$ cat config.mk
export PLATFORM = sky130hd
export DESIGN_NAME = alu_issue
export DESIGN_NICKNAME = d
export VERILOG_FILES = /design/src/rtl/alu_issue.sv
export SDC_FILE = /design/constraint.sdc
export NUM_CORES = 1
export LEC_CHECK = 0
export ABC_AREA = 0
export BUFFER_PORTS_ARGS = -buffer_cell sky130_fd_sc_hd__buf_2
export CAP_MARGIN = 20
export CELL_PAD_IN_SITES_DETAIL_PLACEMENT = 2
export CELL_PAD_IN_SITES_GLOBAL_PLACEMENT = 2
export CORE_UTILIZATION = 25
export DETAILED_ROUTE_END_ITERATION = 8
export GPL_ROUTABILITY_DRIVEN = 0
export GPL_TIMING_DRIVEN = 0
export HOLD_SLACK_MARGIN = 0.02
export PLACE_DENSITY = 0.74
export SLEW_MARGIN = 0
export SYNTH_ARGS = -nofsm -noshare
export SYNTH_HDL_FRONTEND = slang
export SYNTH_SLANG_ARGS = --single-unit
$ cat constraint.sdc
create_clock -name clk -period 5.8 [get_ports clk]
set_input_delay 0 -clock clk [delete_from_list [all_inputs] [get_ports clk]]
set_output_delay 0 -clock clk [all_outputs]
set_load 0.05 [all_outputs]
$ cat src/rtl/alu_issue.sv
// rtl/alu_issue.sv - MIPS decode/issue stage feeding the ALU through a 2-entry skid buffer
// Optional ALU_ISSUE_TRAP_EN adds a sticky trap output raised when an illegal entry is dequeued.
module alu_issue #(
  parameter int TAG_W = 5,
  parameter int DEPTH = 2
) (
  input  logic             clk,
  input  logic             rst_n,
  input  logic             in_valid,
  output logic             in_ready,
  input  logic [31:0]      in_insn,
  input  logic [31:0]      in_rs,
  input  logic [31:0]      in_rt,
  input  logic             flush,
  output logic             out_valid,
  input  logic             out_ready,
  output logic [31:0]      out_A,
  output logic [31:0]      out_B,
  output logic [3:0]       out_ALUop,
  output logic [TAG_W-1:0] out_dest,
  output logic [1:0]       out_branch,
  output logic             out_illegal
`ifdef ALU_ISSUE_TRAP_EN
  ,
  output logic             trap
`endif
);

  localparam logic [3:0] OP_ADDU = 4'd0;
  localparam logic [3:0] OP_SUBU = 4'd1;
  localparam logic [3:0] OP_SLT  = 4'd2;
  localparam logic [3:0] OP_SLTU = 4'd3;
  localparam logic [3:0] OP_AND  = 4'd4;
  localparam logic [3:0] OP_OR   = 4'd5;
  localparam logic [3:0] OP_XOR  = 4'd6;
  localparam logic [3:0] OP_LUI  = 4'd7;
  localparam logic [3:0] OP_SLL  = 4'd8;
  localparam logic [3:0] OP_SRL  = 4'd9;
  localparam logic [3:0] OP_SRA  = 4'd10;
  localparam logic [3:0] OP_NOR  = 4'd11;
  localparam logic [3:0] OP_XXX  = 4'd15;

  // Entry layout, LSB first: A, B, ALUop, dest, branch, illegal.
  localparam int EW = 71 + TAG_W;
  localparam logic [EW-1:0] LP_RST = {1'b0, 2'b00, {TAG_W{1'b0}}, OP_XXX, 64'd0};
  localparam logic [1:0] LP_DEPTH = DEPTH[1:0];

  logic [5:0]       w_opc;
  logic [5:0]       w_funct;
  logic [TAG_W-1:0] w_rd;
  logic [TAG_W-1:0] w_rt;
  logic [31:0]      w_shamt;
  logic [31:0]      w_rs5;
  logic [31:0]      w_simm;
  logic [31:0]      w_zimm;

  assign w_opc   = in_insn[31:26];
  assign w_funct = in_insn[5:0];
  assign w_rd    = TAG_W'(in_insn[15:11]);
  assign w_rt    = TAG_W'(in_insn[20:16]);
  assign w_shamt = {27'd0, in_insn[10:6]};
  assign w_rs5   = {27'd0, in_rs[4:0]};
  assign w_simm  = {{16{in_insn[15]}}, in_insn[15:0]};
  assign w_zimm  = {16'd0, in_insn[15:0]};

  logic [31:0]      w_a;
  logic [31:0]      w_b;
  logic [3:0]       w_op;
  logic [TAG_W-1:0] w_dest;
  logic [1:0]       w_br;
  logic             w_ill;

  // Operand order follows the ALU: SLL/SRL compute A op B, SRA computes B >>> A.
  always_comb begin
    w_a = '0; w_b = '0; w_op = OP_XXX; w_dest = '0; w_br = 2'b00; w_ill = 1'b1;
    case (w_opc)
      6'h00: begin
        w_a = in_rs; w_b = in_rt; w_dest = w_rd; w_ill = 1'b0;
        case (w_funct)
          6'h21: w_op = OP_ADDU;
          6'h23: w_op = OP_SUBU;
          6'h24: w_op = OP_AND;
          6'h25: w_op = OP_OR;
          6'h26: w_op = OP_XOR;
          6'h27: w_op = OP_NOR;
          6'h2A: w_op = OP_SLT;
          6'h2B: w_op = OP_SLTU;
          6'h00: begin w_op = OP_SLL; w_a = in_rt;   w_b = w_shamt; end
          6'h02: begin w_op = OP_SRL; w_a = in_rt;   w_b = w_shamt; end
          6'h03: begin w_op = OP_SRA; w_a = w_shamt; w_b = in_rt;   end
          6'h04: begin w_op = OP_SLL; w_a = in_rt;   w_b = w_rs5;   end
          6'h06: begin w_op = OP_SRL; w_a = in_rt;   w_b = w_rs5;   end
          6'h07: begin w_op = OP_SRA; w_a = w_rs5;   w_b = in_rt;   end
          default: begin w_a = '0; w_b = '0; w_dest = '0; w_ill = 1'b1; end
        endcase
      end
      6'h09: begin w_op = OP_ADDU; w_a = in_rs; w_b = w_simm; w_dest = w_rt; w_ill = 1'b0; end
      6'h0A: begin w_op = OP_SLT;  w_a = in_rs; w_b = w_simm; w_dest = w_rt; w_ill = 1'b0; end
      6'h0B: begin w_op = OP_SLTU; w_a = in_rs; w_b = w_simm; w_dest = w_rt; w_ill = 1'b0; end
      6'h0C: begin w_op = OP_AND;  w_a = in_rs; w_b = w_zimm; w_dest = w_rt; w_ill = 1'b0; end
      6'h0D: begin w_op = OP_OR;   w_a = in_rs; w_b = w_zimm; w_dest = w_rt; w_ill = 1'b0; end
      6'h0E: begin w_op = OP_XOR;  w_a = in_rs; w_b = w_zimm; w_dest = w_rt; w_ill = 1'b0; end
      6'h0F: begin w_op = OP_LUI;  w_a = w_zimm; w_b = '0;    w_dest = w_rt; w_ill = 1'b0; end
      6'h23: begin w_op = OP_ADDU; w_a = in_rs; w_b = w_simm; w_dest = w_rt; w_ill = 1'b0; end
      6'h2B: begin w_op = OP_ADDU; w_a = in_rs; w_b = w_simm; w_ill = 1'b0; end
      6'h04: begin w_op = OP_SUBU; w_a = in_rs; w_b = in_rt; w_br = 2'b01; w_ill = 1'b0; end
      6'h05: begin w_op = OP_SUBU; w_a = in_rs; w_b = in_rt; w_br = 2'b10; w_ill = 1'b0; end
      default: ;
    endcase
  end

  logic [EW-1:0] r_e0;
  logic [EW-1:0] r_e1;
  logic [1:0]    r_count;
  logic          r_in_ready;
  logic          w_enq;
  logic          w_deq;
  logic [1:0]    w_count_nxt;
  logic          w_trap_nxt;
  logic [EW-1:0] w_entry;

  assign w_entry     = {w_ill, w_br, w_dest, w_op, w_b, w_a};
  assign w_enq       = in_valid & r_in_ready;
  assign w_deq       = (r_count != 2'd0) & out_ready;
  assign w_count_nxt = r_count + {1'b0, w_enq} - {1'b0, w_deq};

`ifdef ALU_ISSUE_TRAP_EN
  logic r_trap;
  assign w_trap_nxt = r_trap | (w_deq & r_e0[EW-1]);
  assign trap       = r_trap;

  always_ff @(posedge clk) begin
    if (!rst_n || flush) r_trap <= 1'b0;
    else                 r_trap <= w_trap_nxt;
  end
`else
  assign w_trap_nxt = 1'b0;
`endif

  // r_e0 is the head; it is left untouched on the last pop so outputs hold when empty.
  always_ff @(posedge clk) begin
    if (!rst_n) begin
      r_count    <= 2'd0;
      r_in_ready <= 1'b1;
      r_e0       <= LP_RST;
      r_e1       <= LP_RST;
    end else if (flush) begin
      r_count    <= 2'd0;
      r_in_ready <= 1'b1;
    end else begin
      r_count    <= w_count_nxt;
      r_in_ready <= (w_count_nxt < LP_DEPTH) && !w_trap_nxt;
      if (w_enq && (r_count == 2'd0 || (r_count == 2'd1 && w_deq))) r_e0 <= w_entry;
      else if (w_deq && r_count == 2'd2)                             r_e0 <= r_e1;
      if (w_enq && r_count == 2'd1 && !w_deq)                        r_e1 <= w_entry;
    end
  end

  assign in_ready    = r_in_ready;
  assign out_valid   = (r_count != 2'd0);
  assign out_A       = r_e0[31:0];
  assign out_B       = r_e0[63:32];
  assign out_ALUop   = r_e0[67:64];
  assign out_dest    = r_e0[68 +: TAG_W];
  assign out_branch  = r_e0[68 + TAG_W +: 2];
  assign out_illegal = r_e0[EW-1];

endmodule

==> flow_summary_export.csv <==
group,metric,value,unit
grt,antenna_found_initial,0,
critical_path,cp_max_fo,10,
logic_synthesis,synth_nets,1003,
sta,setup_viol,0,
floorplan,die_h,175.5,um
logic_synthesis,yosysWarningCount,0,
logic_synthesis,ys_seq_elements,155,
floorplan,die_w,175.5,um
critical_path,end_kind,"flop",
power,ir_worst_vdd,0.1935,mV
logic_synthesis,syn_area,7526,um2
grt,use_met1,0.3167,
grt,grt_pass1_wl,57250,um
final_layout,diodes,0,
sta,fmax,312.8,MHz
final_layout,multi_input_area,3969,um2
final_layout,drive_above_1_share,0.2153,
floorplan,die-area,30800,um2
clock_tree,clk_latency,460,ps
critical_path,arrival,3610,ps
drt,ant_nets,0,
logic_synthesis,ys_seq_area_frac,0.4123,
final_layout,seq_area,3103,um2
grt,track_usage,0.2468,
sta,final.min_clock_period,3197,ps
final_layout,areaGrowthSynthToFinish,36.16,%
sta,fin_crit_sh,0.5513,
sta,hold_violations,0,
clock_tree,clock_sinks,155,
placed_design,portBuffers,168,
worst_hold_path,hold_class,"input pin to flop",
critical_path,rrSetupSlack,2600,ps
clock_tree,cts-resized-gates,0,
logic_synthesis,synthArstFlopShare,0,
drt,vias_per_cell,5.602,
logic_synthesis,synth_cells,900,
grt,grt_pass1_vias,9477,
drt,first_pass_iters,8,
final_layout,fin_nets,1270,
grt,grt.met2_usage,0.4165,
critical_path,start_kind,"flop",
floorplan,ios,179,
power,power_density,273.5,nW/um2
run,maxCapViolCount,0,
logic_synthesis,synth_cell_type_count,67,
drt,drt_iter0_drc,728,
logic_synthesis,synth_edf_count,0,
clock_tree,cts_tree,"built",
clock_tree,root_buffer,"clkbuf_16",
sta,slew_violations,0,
floorplan,core,29640,um2
grt,met3_usage,0.04329,
grt,busiest_layer,"met2",
run_status,outcome,"finished clean",
drt,wl_per_cell,24.23,um
clock_tree,post_cts_buffers,0,
sta,finClkSkew,17.75,ps
critical_path,crit_required,6210,ps
logic_synthesis,syn_avg_cell_area,8.362,um2
final_layout,fill_cells,3431,
sta,relSlewSlack,0.3269,
clock_tree,cts_buffers,17,
sta,grt_setup_unrepaired,"no",
clock_tree,htreeDepth,4,
grt,grt-ovfl-total,0,
grt,grt_max_degree,19,
floorplan,row_count,63,
drt,wirelength,38030,um
drt,dr_total_vias,8795,
placed_design,hpwl,27140,um
floorplan,start_util,0.2539,
sta,fin_setup_tns,0,ps
sta,tightest_slew,1002,ps
drt,remaining_drc_errors,0,
clock_tree,path_clk_slew,90,ps
critical_path,path_class,"flop to flop",
power,p_leak,3.911,nW
clock_tree,cts.path.max_buffers,2,
power,power,2.802,mW
logic_synthesis,synth-main-ff-cell,"dfxtp_1",
## per-layer routing
metal | up-vias | share of wire
met1 | 4433 | 0.45
met5 | - | 0
met3 | 54 | 0.057
li1 | 3981 | -
met4 | 0 | 0.024
met2 | 327 | 0.47
## logic make-up after synthesis
kind of cell,count (synthesis),share of synthesized area
xor+xnor,3,0.003492
compound gates,406,0.3505
fa+ha+maj,2,0.003324
mux,6,0.008811
flops,155,0.4123
buf+inv,104,0.06035
simple gates,224,0.1613
## critical path: stages (launching register included)
cell           delay (ps)
dfxtp_1               420
nand3b_1              270
nand2b_1              160
clkbuf_1              320
clkbuf_1              470
buf_1                 590
a21oi_1               100
a31oi_1               220
dlygate4sd3_1         580
## per-stage QoR
step / hold WS, ps / area (um2) / cells / worst slack [ps] / util
floorplan: 138.6 / 7526 / 900 / 3640 / -
global placement: 283.7 / 8855 / 1458 / 3077 / 0.2988
detailed placement: 290.3 / 8862 / 1459 / 2985 / 0.2990
CTS: 23.69 / 10250 / 1570 / 2717 / 0.3457
global route: 40.79 / 10250 / 1570 / 2410 / 0.3457
finish: 34.99 / 10250 / 1570 / 2603 / 0.3457
## sequential cells by signal, indices dropped and copies added (netlist names)
signal,flops
r_e0,76
r_count,2
r_e1,76
in_ready,1
## synthesized netlist by cell type, types with 8 or more instances
cell type	instances	share of area
a31oi_1	40	0.033
dfxtp_1	155	0.41
nor2b_1	8	0.0067
nor4_1	19	0.016
nor3_1	30	0.020
a222oi_1	13	0.017
a22oi_1	21	0.021
a22o_1	13	0.015
buf_2	16	0.011
nand3_1	39	0.026
nand2_1	44	0.022
o22ai_1	27	0.022
o21ai_0	81	0.054
a21boi_0	24	0.024
o21ai_2	11	0.013
clkbuf_1	67	0.033
a21oi_1	99	0.066
o221ai_1	19	0.022
nor2_1	38	0.019
## layout by cell type (no fill, tap or decap), drive strengths merged, types with 19 or more instances in the layout
cell type and n:
nor2 38, o22ai 27, dlygate4sd3 79, o21ai 98
a22oi 21, a21boi 24, nand3 39, a31oi 40
dfxtp 155, nor4 21, a21oi 99, nand2 44
nor3 31, buf 197, clkbuf 86, o221ai 19
## cell type report
type | count | area share
Multi-Input combinational cell | 641 | 0.3873
Clock buffer | 17 | 0.04151
Timing Repair Buffer | 248 | 0.1600
Sequential cell | 155 | 0.3028
Tap cell | 390 | 0.04762
Clock inverter | 15 | 0.01648
Buffer | 97 | 0.04176
Inverter | 7 | 0.002564
## worst paths after layout
check | start | end | depth (start not counted)
max reg2reg | r_count[1]$_SDFF_PP0_ | r_e0[28]$_SDFFE_PN0P_ | 8
min | in_insn[10] | r_e0[42]$_SDFFE_PN0P_ | 3
max | r_count[1]$_SDFF_PP0_ | r_e0[28]$_SDFFE_PN0P_ | 8
min reg2reg | r_e1[74]$_SDFFE_PN0P_ | r_e1[74]$_SDFFE_PN0P_ | 2
## power by group
part | leakage (nW) | switching [mW] | internal, mW
sequential | 1.26 | 0.0254 | 1.10
combinational | 2.37 | 0.351 | 0.162
clock | 0.286 | 0.583 | 0.582
## repair_timing
action | in CTS | in global routing
hold endpoints to repair | 112 | 0
hold buffers | 79 | 0
setup endpoints to repair | 0 | 0
Note: power is estimated with default switching activity, not from simulation.
